===== config.mk =====
export PLATFORM = sky130hd
export DESIGN_NAME = run_dump_ctrl
export DESIGN_NICKNAME = d
export VERILOG_FILES = /design/src/rtl/run_dump_pkg.sv /design/src/rtl/dump_streamer.sv /design/src/rtl/run_dump_ctrl.sv
export SDC_FILE = /design/constraint.sdc
export NUM_CORES = 1
export LEC_CHECK = 0
export CAP_MARGIN = 0
export CORE_MARGIN = 2
export CORE_UTILIZATION = 53
export DETAILED_ROUTE_END_ITERATION = 7
export PLACE_DENSITY = 0.94
export SLEW_MARGIN = 25
export SYNTH_ARGS = -nofsm -noshare
export SYNTH_HDL_FRONTEND = slang
export SYNTH_SLANG_ARGS = --single-unit

===== constraint.sdc =====
create_clock -name clk -period 7.8 [get_ports clk]
set_input_delay 0.78 -clock clk [delete_from_list [all_inputs] [get_ports clk]]
set_output_delay 0.78 -clock clk [all_outputs]
set_load 0.005 [all_outputs]

===== src/rtl/run_dump_pkg.sv =====
// Shared FSM state encodings and dump-source tags for the run/dump harness controller.
package run_dump_pkg;

   localparam logic [2:0] S_IDLE     = 3'd0;
   localparam logic [2:0] S_RESET    = 3'd1;
   localparam logic [2:0] S_RUN      = 3'd2;
   localparam logic [2:0] S_DUMP_RF  = 3'd3;
   localparam logic [2:0] S_DUMP_MEM = 3'd4;
   localparam logic [2:0] S_DONE     = 3'd5;

   localparam logic SRC_RF  = 1'b0;
   localparam logic SRC_MEM = 1'b1;

endpackage


===== src/rtl/dump_streamer.sv =====
// Walks RF entries then DMEM words, registering each read into a valid/ready output
// stage; the read pointer only advances when the output register is free to load.
module dump_streamer
   import run_dump_pkg::*;
#(
   parameter int DATA_W   = 32,
   parameter int MEM_AW   = 16,
   parameter int RF_DEPTH = 32
) (
   input  logic              clk,
   input  logic              rst,
   input  logic              active,
   input  logic [MEM_AW:0]   mem_words,
   input  logic [DATA_W-1:0] rdata,
   output logic              rd_src,
   output logic [MEM_AW-1:0] rd_addr,
   output logic              dout_valid,
   input  logic              dout_ready,
   output logic [DATA_W-1:0] dout_data,
   output logic              dout_src,
   output logic [MEM_AW-1:0] dout_addr,
   output logic              dout_last,
   output logic              fin
);

   localparam logic [MEM_AW:0] RF_LAST = (MEM_AW+1)'(RF_DEPTH - 1);

   logic            rd_more;
   logic            rf_end;
   logic            mem_end;
   logic            is_last;
   logic            load;
   logic [MEM_AW:0] addr_ext;

   assign addr_ext = {1'b0, rd_addr};
   assign rf_end   = (rd_src == SRC_RF) && (addr_ext == RF_LAST);
   assign mem_end  = (rd_src == SRC_MEM) && (addr_ext == mem_words - (MEM_AW+1)'(1));
   assign is_last  = (rf_end && (mem_words == '0)) || mem_end;
   assign load     = active && rd_more && (!dout_valid || dout_ready);
   assign fin      = dout_valid && dout_ready && dout_last;

   // Pointer sits at RF 0 whenever no dump is in progress, so the first dump cycle reads entry 0.
   always_ff @(posedge clk) begin
      if (rst || !active) begin
         rd_src  <= SRC_RF;
         rd_addr <= '0;
         rd_more <= 1'b1;
      end else if (load) begin
         if (is_last) begin
            rd_more <= 1'b0;
         end else if (rf_end) begin
            rd_src  <= SRC_MEM;
            rd_addr <= '0;
         end else begin
            rd_addr <= rd_addr + MEM_AW'(1);
         end
      end
   end

   always_ff @(posedge clk) begin
      if (rst) begin
         dout_valid <= 1'b0;
         dout_data  <= '0;
         dout_src   <= SRC_RF;
         dout_addr  <= '0;
         dout_last  <= 1'b0;
      end else if (load) begin
         dout_valid <= 1'b1;
         dout_data  <= rdata;
         dout_src   <= rd_src;
         dout_addr  <= rd_addr;
         dout_last  <= is_last;
      end else if (dout_ready) begin
         dout_valid <= 1'b0;
      end
   end

endmodule


===== src/rtl/run_dump_ctrl.sv =====
// Run-and-dump controller: sequences CPU reset, runs until halt or watchdog, then
// freezes the CPU and streams the register file followed by a DMEM range.
module run_dump_ctrl
   import run_dump_pkg::*;
#(
   parameter int DATA_W     = 32,
   parameter int RF_AW      = 5,
   parameter int MEM_AW     = 16,
   parameter int CNT_W      = 32,
   parameter int RST_CYCLES = 2
) (
   input  logic              clk,
   input  logic              rst,
   input  logic              start,
   input  logic [CNT_W-1:0]  max_cycles,
   input  logic [MEM_AW:0]   mem_words,
   output logic              cpu_rst_n,
   output logic              cpu_en,
   input  logic              cpu_halt,
   output logic [RF_AW-1:0]  rf_raddr,
   input  logic [DATA_W-1:0] rf_rdata,
   output logic [MEM_AW-1:0] dm_raddr,
   input  logic [DATA_W-1:0] dm_rdata,
   output logic              dout_valid,
   input  logic              dout_ready,
   output logic [DATA_W-1:0] dout_data,
   output logic              dout_src,
   output logic [MEM_AW-1:0] dout_addr,
   output logic              dout_last,
   output logic              done,
   output logic              timeout,
   output logic [CNT_W-1:0]  cycle_count
);

   localparam int              RC_W     = (RST_CYCLES > 1) ? $clog2(RST_CYCLES) : 1;
   localparam logic [RC_W-1:0] RC_LAST  = RC_W'(RST_CYCLES - 1);
   localparam logic [MEM_AW:0] MEM_MAX  = {1'b1, {MEM_AW{1'b0}}};

   logic [2:0]        state;
   logic [RC_W-1:0]   rst_cnt;
   logic [CNT_W-1:0]  limit;
   logic [CNT_W-1:0]  cnt_inc;
   logic [MEM_AW:0]   mem_lim;
   logic [MEM_AW:0]   mem_clamped;
   logic              active;
   logic              rd_src;
   logic [MEM_AW-1:0] rd_addr;
   logic [DATA_W-1:0] rdata;
   logic              fin;

   // Any request with the top bit set is at least the full DMEM depth.
   assign mem_clamped = mem_words[MEM_AW] ? MEM_MAX : mem_words;
   assign cnt_inc     = cycle_count + CNT_W'(1);

   assign cpu_rst_n = !((state == S_IDLE) || (state == S_RESET));
   assign cpu_en    = (state == S_RUN);
   assign done      = (state == S_DONE);
   assign active    = (state == S_DUMP_RF) || (state == S_DUMP_MEM);

   assign rf_raddr  = (rd_src == SRC_RF)  ? rd_addr[RF_AW-1:0] : '0;
   assign dm_raddr  = (rd_src == SRC_MEM) ? rd_addr : '0;
   assign rdata     = (rd_src == SRC_MEM) ? dm_rdata : rf_rdata;

   always_ff @(posedge clk) begin
      if (rst) begin
         state       <= S_IDLE;
         rst_cnt     <= '0;
         limit       <= '0;
         mem_lim     <= '0;
         cycle_count <= '0;
         timeout     <= 1'b0;
      end else begin
         case (state)
            S_IDLE, S_DONE: begin
               if (start) begin
                  state       <= S_RESET;
                  rst_cnt     <= '0;
                  limit       <= max_cycles;
                  mem_lim     <= mem_clamped;
                  cycle_count <= '0;
                  timeout     <= 1'b0;
               end
            end
            S_RESET: begin
               if (rst_cnt == RC_LAST) state <= S_RUN;
               else                    rst_cnt <= rst_cnt + RC_W'(1);
            end
            S_RUN: begin
               if (cycle_count != '1) cycle_count <= cnt_inc;
               // A wrapped cnt_inc at saturation can never equal a nonzero limit.
               if (cpu_halt) begin
                  state <= S_DUMP_RF;
               end else if ((limit != '0) && (cnt_inc == limit)) begin
                  state   <= S_DUMP_RF;
                  timeout <= 1'b1;
               end
            end
            S_DUMP_RF: begin
               if (fin)                    state <= S_DONE;
               else if (rd_src == SRC_MEM) state <= S_DUMP_MEM;
            end
            S_DUMP_MEM: begin
               if (fin) state <= S_DONE;
            end
            default: state <= S_IDLE;
         endcase
      end
   end

   dump_streamer #(
      .DATA_W   (DATA_W),
      .MEM_AW   (MEM_AW),
      .RF_DEPTH (1 << RF_AW)
   ) u_streamer (
      .clk        (clk),
      .rst        (rst),
      .active     (active),
      .mem_words  (mem_lim),
      .rdata      (rdata),
      .rd_src     (rd_src),
      .rd_addr    (rd_addr),
      .dout_valid (dout_valid),
      .dout_ready (dout_ready),
      .dout_data  (dout_data),
      .dout_src   (dout_src),
      .dout_addr  (dout_addr),
      .dout_last  (dout_last),
      .fin        (fin)
   );

endmodule


Yosys cells after proc, flatten, opt, wreduce, memory -nomap -nowiden
Index checks and enable logic that the tools add are counted.
{"block": "word_totals", "register_bits": 155, "latchBits": 0, "mem_bits_rw": 0, "rom_bits": 0, "word_cells": 92, "n_memories": 0}
{"block": "classes", "n_addsub": 4, "n_mul": 0, "n_div": 0, "order_cmp": 0, "n_eq_ne": 17, "n_shift": 0, "n_mux": 24, "bitwise_logic": 2, "n_reduce_logical": 31}
{"operator": "$mux 32", "n": 3}
{"operator": "$pmux 32 s2", "n": 1}
{"operator": "$add 32x1->32 const B", "n": 1}
{"operator": "$eq 32x32->1", "n": 1}
{"operator": "$mux 16", "n": 2}
{"operator": "$ne 32x32->1 const B", "n": 1}
{"operator": "$reduce_bool 32->1", "n": 1}
{"operator": "$mux 3", "n": 7}
{"operator": "$eq 16x17->1", "n": 1}
{"operator": "$logic_not 17->1", "n": 1}
{"operator": "$mux 17", "n": 1}
{"operator": "$sub 17x1->17 const B", "n": 1}
{"operator": "$add 16x1->16 const B", "n": 1}
{"operator": "$eq 16x5->1 const B", "n": 1}
{"operator": "$pmux 3 s5", "n": 1}
{"operator": "$logic_and 1x1->1", "n": 8}
{"operator": "$ne 2x2->1 const B", "n": 4}
{"operator": "$reduce_and 2->1", "n": 4}
{"operator": "$eq 3x2->1 const B", "n": 2}
{"operator": "$eq 3x3->1 const B", "n": 2}
{"operator": "$mux 1", "n": 6}
{"operator": "$reduce_and 3->1", "n": 2}
{"operator": "$reduce_bool 2->1", "n": 3}
{"operator": "$logic_or 1x1->1", "n": 5}
{"operator": "other kinds (13)", "n": 18}

Depth between registers and ports, before layout
{"block": "logic_depth", "word_depth": 6, "depth_mapped": 13, "mapped_depth_nobuf": 10}

By module
From an unflattened synthesis, not the netlist that was laid out.
{"block": "unflattened", "cells_unflattened": 1178, "hier_area_um2": 8952.3}
{"mod": "run_dump_ctrl", "n_inst": 1, "cells_per_inst": 726, "area_per_inst_um2": 5461.5, "seq_area_each_um2": 1721.7}
{"mod": "dump_streamer", "n_inst": 1, "cells_per_inst": 452, "area_per_inst_um2": 3490.8, "seq_area_each_um2": 1381.3}

Worst setup path after synthesis
Ideal clock, no wire load.
{"block": "synth_timing", "path_kind": "register to register", "start": "reg cycle_count[0]", "end": "reg state[0]", "setup_ns": 0.069, "arrival_time_ns": 2.987, "required_ns": 7.731, "slack_ns": 4.743, "stages_incl_launch_ff": 10, "path_buffers": 0, "period_less_slack_ns": 3.057, "cell_sequence": "dfxtp_1 -> ha_1 -> nand3_2 -> or3_4 -> a2111o_1 -> or4_1 -> nor4_2 -> o2111ai_1 -> or4_1 -> o21ai_1"}
{"block": "synth_between", "elab_chain_len": 5}
{"element": "from (decl)", "line": "run_dump_ctrl.sv:32", "source": "output logic [CNT_W-1:0] cycle_count"}
{"element": "from (signal assigned)", "line": "run_dump_ctrl.sv:89", "source": "if (cycle_count != '1) cycle_count <= cnt_inc;"}
{"element": "$add 32x1->32", "line": "run_dump_ctrl.sv:53", "source": "assign cnt_inc = cycle_count + CNT_W'(1);"}
{"element": "$eq 32x32->1", "line": "run_dump_ctrl.sv:93", "source": "end else if ((limit != '0) && (cnt_inc == limit)) begin"}
{"element": "$logic_and 1x1->1", "line": "run_dump_ctrl.sv:93"}
{"element": "$ne 3x1->1 (no line)"}
{"element": "$reduce_and 5->1 (no line)"}
{"element": "to (signal assigned)", "line": "run_dump_ctrl.sv:92", "source": "state <= S_DUMP_RF;"}
{"element": "to (signal assigned)", "line": "run_dump_ctrl.sv:94", "source": "state <= S_DUMP_RF;"}
{"element": "to (signal assigned)", "line": "run_dump_ctrl.sv:99", "source": "if (fin) state <= S_DONE;"}
{"element": "to (decl)", "line": "run_dump_ctrl.sv:39", "source": "logic [2:0] state;"}
Every way passes these cells.
A chain may end at the register's enable or synchronous reset.

Worst setup path after layout
{"block": "layout_timing", "start": "reg cycle_count[0]", "end": "reg cycle_count[20]"}
{"block": "layout_between", "elab_chain_len": 3, "elab_cells_between_ends": 6, "cone_classes": "1 x add/sub; 2 x eq/ne; 2 x mux; 1 x reduce/logical"}
{"element": "$add 32x1->32 or $ne 32x32->1 (tied branches)", "line": "run_dump_ctrl.sv:53, run_dump_ctrl.sv:89"}
{"element": "$mux 32 or $ne 2x1->1 (tied branches)"}
{"element": "$pmux 32 s2 or $reduce_and 3->1 (tied branches)"}
Several ways; a longest one is shown, not always the timed one. The select of a mux whose other input is x is not followed.

==> PnR_summary.wiki <==
{| class="wikitable"
! Metric !! Value
|-
| Status || completed
|-
| Num rows || 46
|-
| FF/Latch Area || 0.00310 sq mm
|-
| Worst endpoint required time || 8.12 ns
|-
| Cell-internal power || 1470 uW
|-
| Number of buffers and inverters on the critical path || 0
|-
| Count of flip-flops with a built-in enable after synthesis || 0
|-
| Area of the mapped netlist || 0.00860 sq mm
|-
| Biggest fanout along the worst timing path || 42
|-
| Synthesized instance count || 1108
|-
| Worst-path clk slew || 0.07 ns
|-
| Vias || 9022
|-
| Number of hold buffers added after CTS || 0
|-
| Total Negative Setup Slacks || 0 ns
|-
| Number of buffers added by the clock tree synthesis step || 17
|-
| Setup repair after global routing missed its margin || no
|-
| Overall die width || 131 um
|-
| Remaining number of nets flagged by the antenna check after routing || 0
|-
| Dpl ws || 3.74 ns
|-
| Iteration-0 DRC Markers || 1017
|-
| Die footprint || 0.0173 sq mm
|-
| Number of endpoints failing setup at the final stage || 0
|-
| Share of total power in combinational logic || 0.196
|-
| Crit-path cells || ha_1 > nand3_2 > or4_4 > nor4_1 > a31o_2 > nand2_1 > a311oi_1
|-
| Final standard cell utilization of the core || 0.715
|-
| Startpoint type of the worst setup path || register
|-
| CTS Buffer Depth || 2
|-
| IR drop worst, VDD || 160 uV
|-
| Final Max Tran Viols || 0
|-
| Leakage component of the power || 0.00382 uW
|-
| Switching power share of the total || 0.305
|-
| Final Net Count || 1388
|-
| Slew of the pin with the lowest slew margin || 0.976 ns
|-
| Worst setup path category || reg -> reg
|-
| CTS root buf || sky130_fd_sc_hd__clkbuf_16
|-
| Io pins || 226
|-
| Area fraction of the dominant cell type after synthesis || 0.361
|-
| Fin. Hold Viols || 0
|-
| Overall Power || 2120 uW
|-
| TritonCTS clock tree || done
|-
| GR Util All Layers || 0.304
|-
| Power density of the placed cells || 187 mW/mm^2
|-
| Dominant register cell in the synthesized netlist || sky130_fd_sc_hd__dfxtp_1
|-
| Wire length of the first global-routing pass || 43400 um
|-
| Worst reg-to-reg path cell count || 7
|-
| Arrival @ worst endpoint || 4.63 ns
|-
| Min-Delay Path Depth || 2
|-
| Drt pass-1 iters || 8
|-
| Period Utilization, post-route || 0.553
|-
| DRC violations left || 0
|-
| Final Wtd Congestion || 0.966
|-
| Worst hold margin || 0.455 ns
|-
| Vias/cell || 6.03
|-
| Longest individual stage delay on the worst path || 0.81 ns
|-
| DP HPWL || 18300 um
|-
| Fraction of layout instances using a drive strength above 1 || 0.0508
|-
| Detailed-route wire length || 26600 um
|-
| Yosys warns || 0
|-
| Most frequent cells after synthesis || sky130_fd_sc_hd__nand2_1, sky130_fd_sc_hd__dfxtp_1, sky130_fd_sc_hd__a21oi_1
|-
| Library cell with the highest instance count after synthesis || sky130_fd_sc_hd__nand2_1
|-
| Area overhead of the layout relative to synthesis || 32.1%
|-
| Top area cells in the synthesized netlist || sky130_fd_sc_hd__dfxtp_1, sky130_fd_sc_hd__a21oi_1, sky130_fd_sc_hd__nand2_1, sky130_fd_sc_hd__nor2_1, sky130_fd_sc_hd__mux2i_1
|-
| Average cell area after synthesis || 7.76 sq um
|-
| Worst path setup slack after routing || 3.48 ns
|-
| Pin count of the biggest net entering global routing || 88
|-
| PostCTS Resize Cnt || 0
|-
| Highest achievable clock rate || 232 MHz
|-
| Fill cell total of the finished layout || 1192
|-
| Max capacitance violation total || 0
|-
| Critical path depth in cells || 7
|-
| Number of setup buffers added after CTS || 0
|-
| Die Y || 131 um
|-
| Crit-path slowest cell || sky130_fd_sc_hd__a31o_2
|-
| Area inside the core boundary || 0.0159 sq mm
|-
| Number of sinks handled by clock tree synthesis || 155
|-
| Net count of the mapped netlist || 1229
|-
| Via count of the first global-routing pass || 8539
|-
| Combined area of the multi-input logic cells || 0.00507 sq mm
|-
| Remaining global-route overflow || 0
|-
| Relative contribution of sequential cells to total power || 0.414
|-
| Class of the tightest hold or removal check || reg -> reg
|-
| Switching power || 647 uW
|-
| Number of buffers inserted by port buffering || 225
|-
| Antenna cells || 0
|-
| Worst slew margin relative to its limit || 0.343
|-
| Sequential element share of the synthesized area || 0.361
|-
| Post-route minimum period || 4.32 ns
|-
| Initial antenna violation count || 0
|-
| Largest area contributor in the synthesized netlist || sky130_fd_sc_hd__dfxtp_1
|-
| Family with the most delay on the worst path || simple AND/OR/NAND/NOR gates
|-
| Detail-routed net length per standard cell || 17.8 um
|-
| Starting utilization of the core area || 0.542
|-
| Insertion delay of the later-clocked pin in the worst-skew pair || 0.43 ns
|-
| Max Clock Skew || 0.00782 ns
|-
| Number of H-tree levels || 4
|-
| Fraction of synthesis flops using an asynchronous set or reset pin || 0
|-
| Kind of capture point of the worst setup path || register
|-
| Distinct cells, synth || 78
|-
| Post-synthesis register bit count || 155
|-
| Clock network fraction of total power || 0.390
|}
==> state kept, by name, indices dropped and copies added, names as in the netlist <==
signal                 flops
mem_lim                   17
timeout                    1
u_streamer.dout_src        1
u_streamer.rd_more         1
u_streamer.rd_addr        16
rst_cnt                    1
cycle_count               32
u_streamer.dout_data      32
state                      3
u_streamer.dout_valid      1
u_streamer.dout_last       1
u_streamer.rd_src          1
u_streamer.dout_addr      16
limit                     32
==> per-layer routing <==
metal	routed length (um)	vias to the layer above	global-route usage
met2	13200	476	0.515
met4	997	0	0.143
met3	1950	96	0.0475
met1	10500	4190	0.381
met5	0	-	0
li1	-	4260	-
==> layout make-up <==
type	count	share of cell area
Clock buffer	17	0.0374
Clock inverter	15	0.0137
Inverter	10	0.00330
Multi-Input combinational cell	852	0.447
Sequential cell	155	0.273
Tap cell	216	0.0238
Timing Repair Buffer	231	0.202
==> worst register-to-register path: stages (launching register included) <==
cell and delay [ns]:
sky130_fd_sc_hd__dfxtp_1 0.46, sky130_fd_sc_hd__ha_1 0.31, sky130_fd_sc_hd__nand3_2 0.24, sky130_fd_sc_hd__or4_4 0.58, sky130_fd_sc_hd__nor4_1 0.54, sky130_fd_sc_hd__a31o_2 0.81, sky130_fd_sc_hd__nand2_1 0.74, sky130_fd_sc_hd__a311oi_1 0.53
==> through the flow <==
step,instance area [sq um],std cells
finish,11400,1496
global route,11400,1496
CTS,11400,1496
detailed placement,10800,1464
global placement,10800,1464
floorplan,8600,1108
==> path summary, 6_finish.rpt <==
check	endpoint	slack (ns)	startpoint
worst min-delay path	u_streamer.dout_addr[11]	0.45	u_streamer.dout_addr[11]
worst max register to register	cycle_count[20]	3.48	cycle_count[0]
worst min register to register	u_streamer.dout_addr[11]	0.45	u_streamer.dout_addr[11]
worst max-delay path	cycle_count[20]	3.48	cycle_count[0]
==> kinds of logic (layout without fill, tap and decap cells) <==
| logic type | after synthesis | count (layout) | synth area share |
|---|---|---|---|
| AO/OA/AOI/OAI | 265 | 265 | 0.188 |
| XOR/XNOR | 65 | 65 | 0.0711 |
| adder cells (fa/ha/maj) | 3 | 3 | 0.00436 |
| buffers and inverters | 101 | 273 | 0.0508 |
| flip-flops | 155 | 155 | 0.361 |
| multiplexers | 33 | 33 | 0.0384 |
| AND/OR/NAND/NOR | 486 | 486 | 0.286 |
==> cell usage in the layout, fill, tap and decap left out, types with 23 or more instances in the layout <==
cell and count:
sky130_fd_sc_hd__clkdlybuf4s50_1 224, sky130_fd_sc_hd__nand2_1 165, sky130_fd_sc_hd__dfxtp_1 154, sky130_fd_sc_hd__a21oi_1 126
sky130_fd_sc_hd__nor2_1 94, sky130_fd_sc_hd__a211oi_1 40, sky130_fd_sc_hd__o21ai_0 38, sky130_fd_sc_hd__xnor2_1 35
sky130_fd_sc_hd__nand3_1 33, sky130_fd_sc_hd__mux2i_1 33, sky130_fd_sc_hd__xor2_1 27, sky130_fd_sc_hd__nor3_1 26
sky130_fd_sc_hd__nor4_1 23
==> power groups by stage <==
stage          Combinational [uW]  Sequential [uW]  Clock [uW]
2_1_floorplan                 265              876           0
3_3_place_gp                  393              891           0
3_5_place_dp                  407              894           0
4_1_cts                       411              876         835
5_1_grt                       453              883         866
6_report                      415              878         827
(Power assumes the default switching activity.)
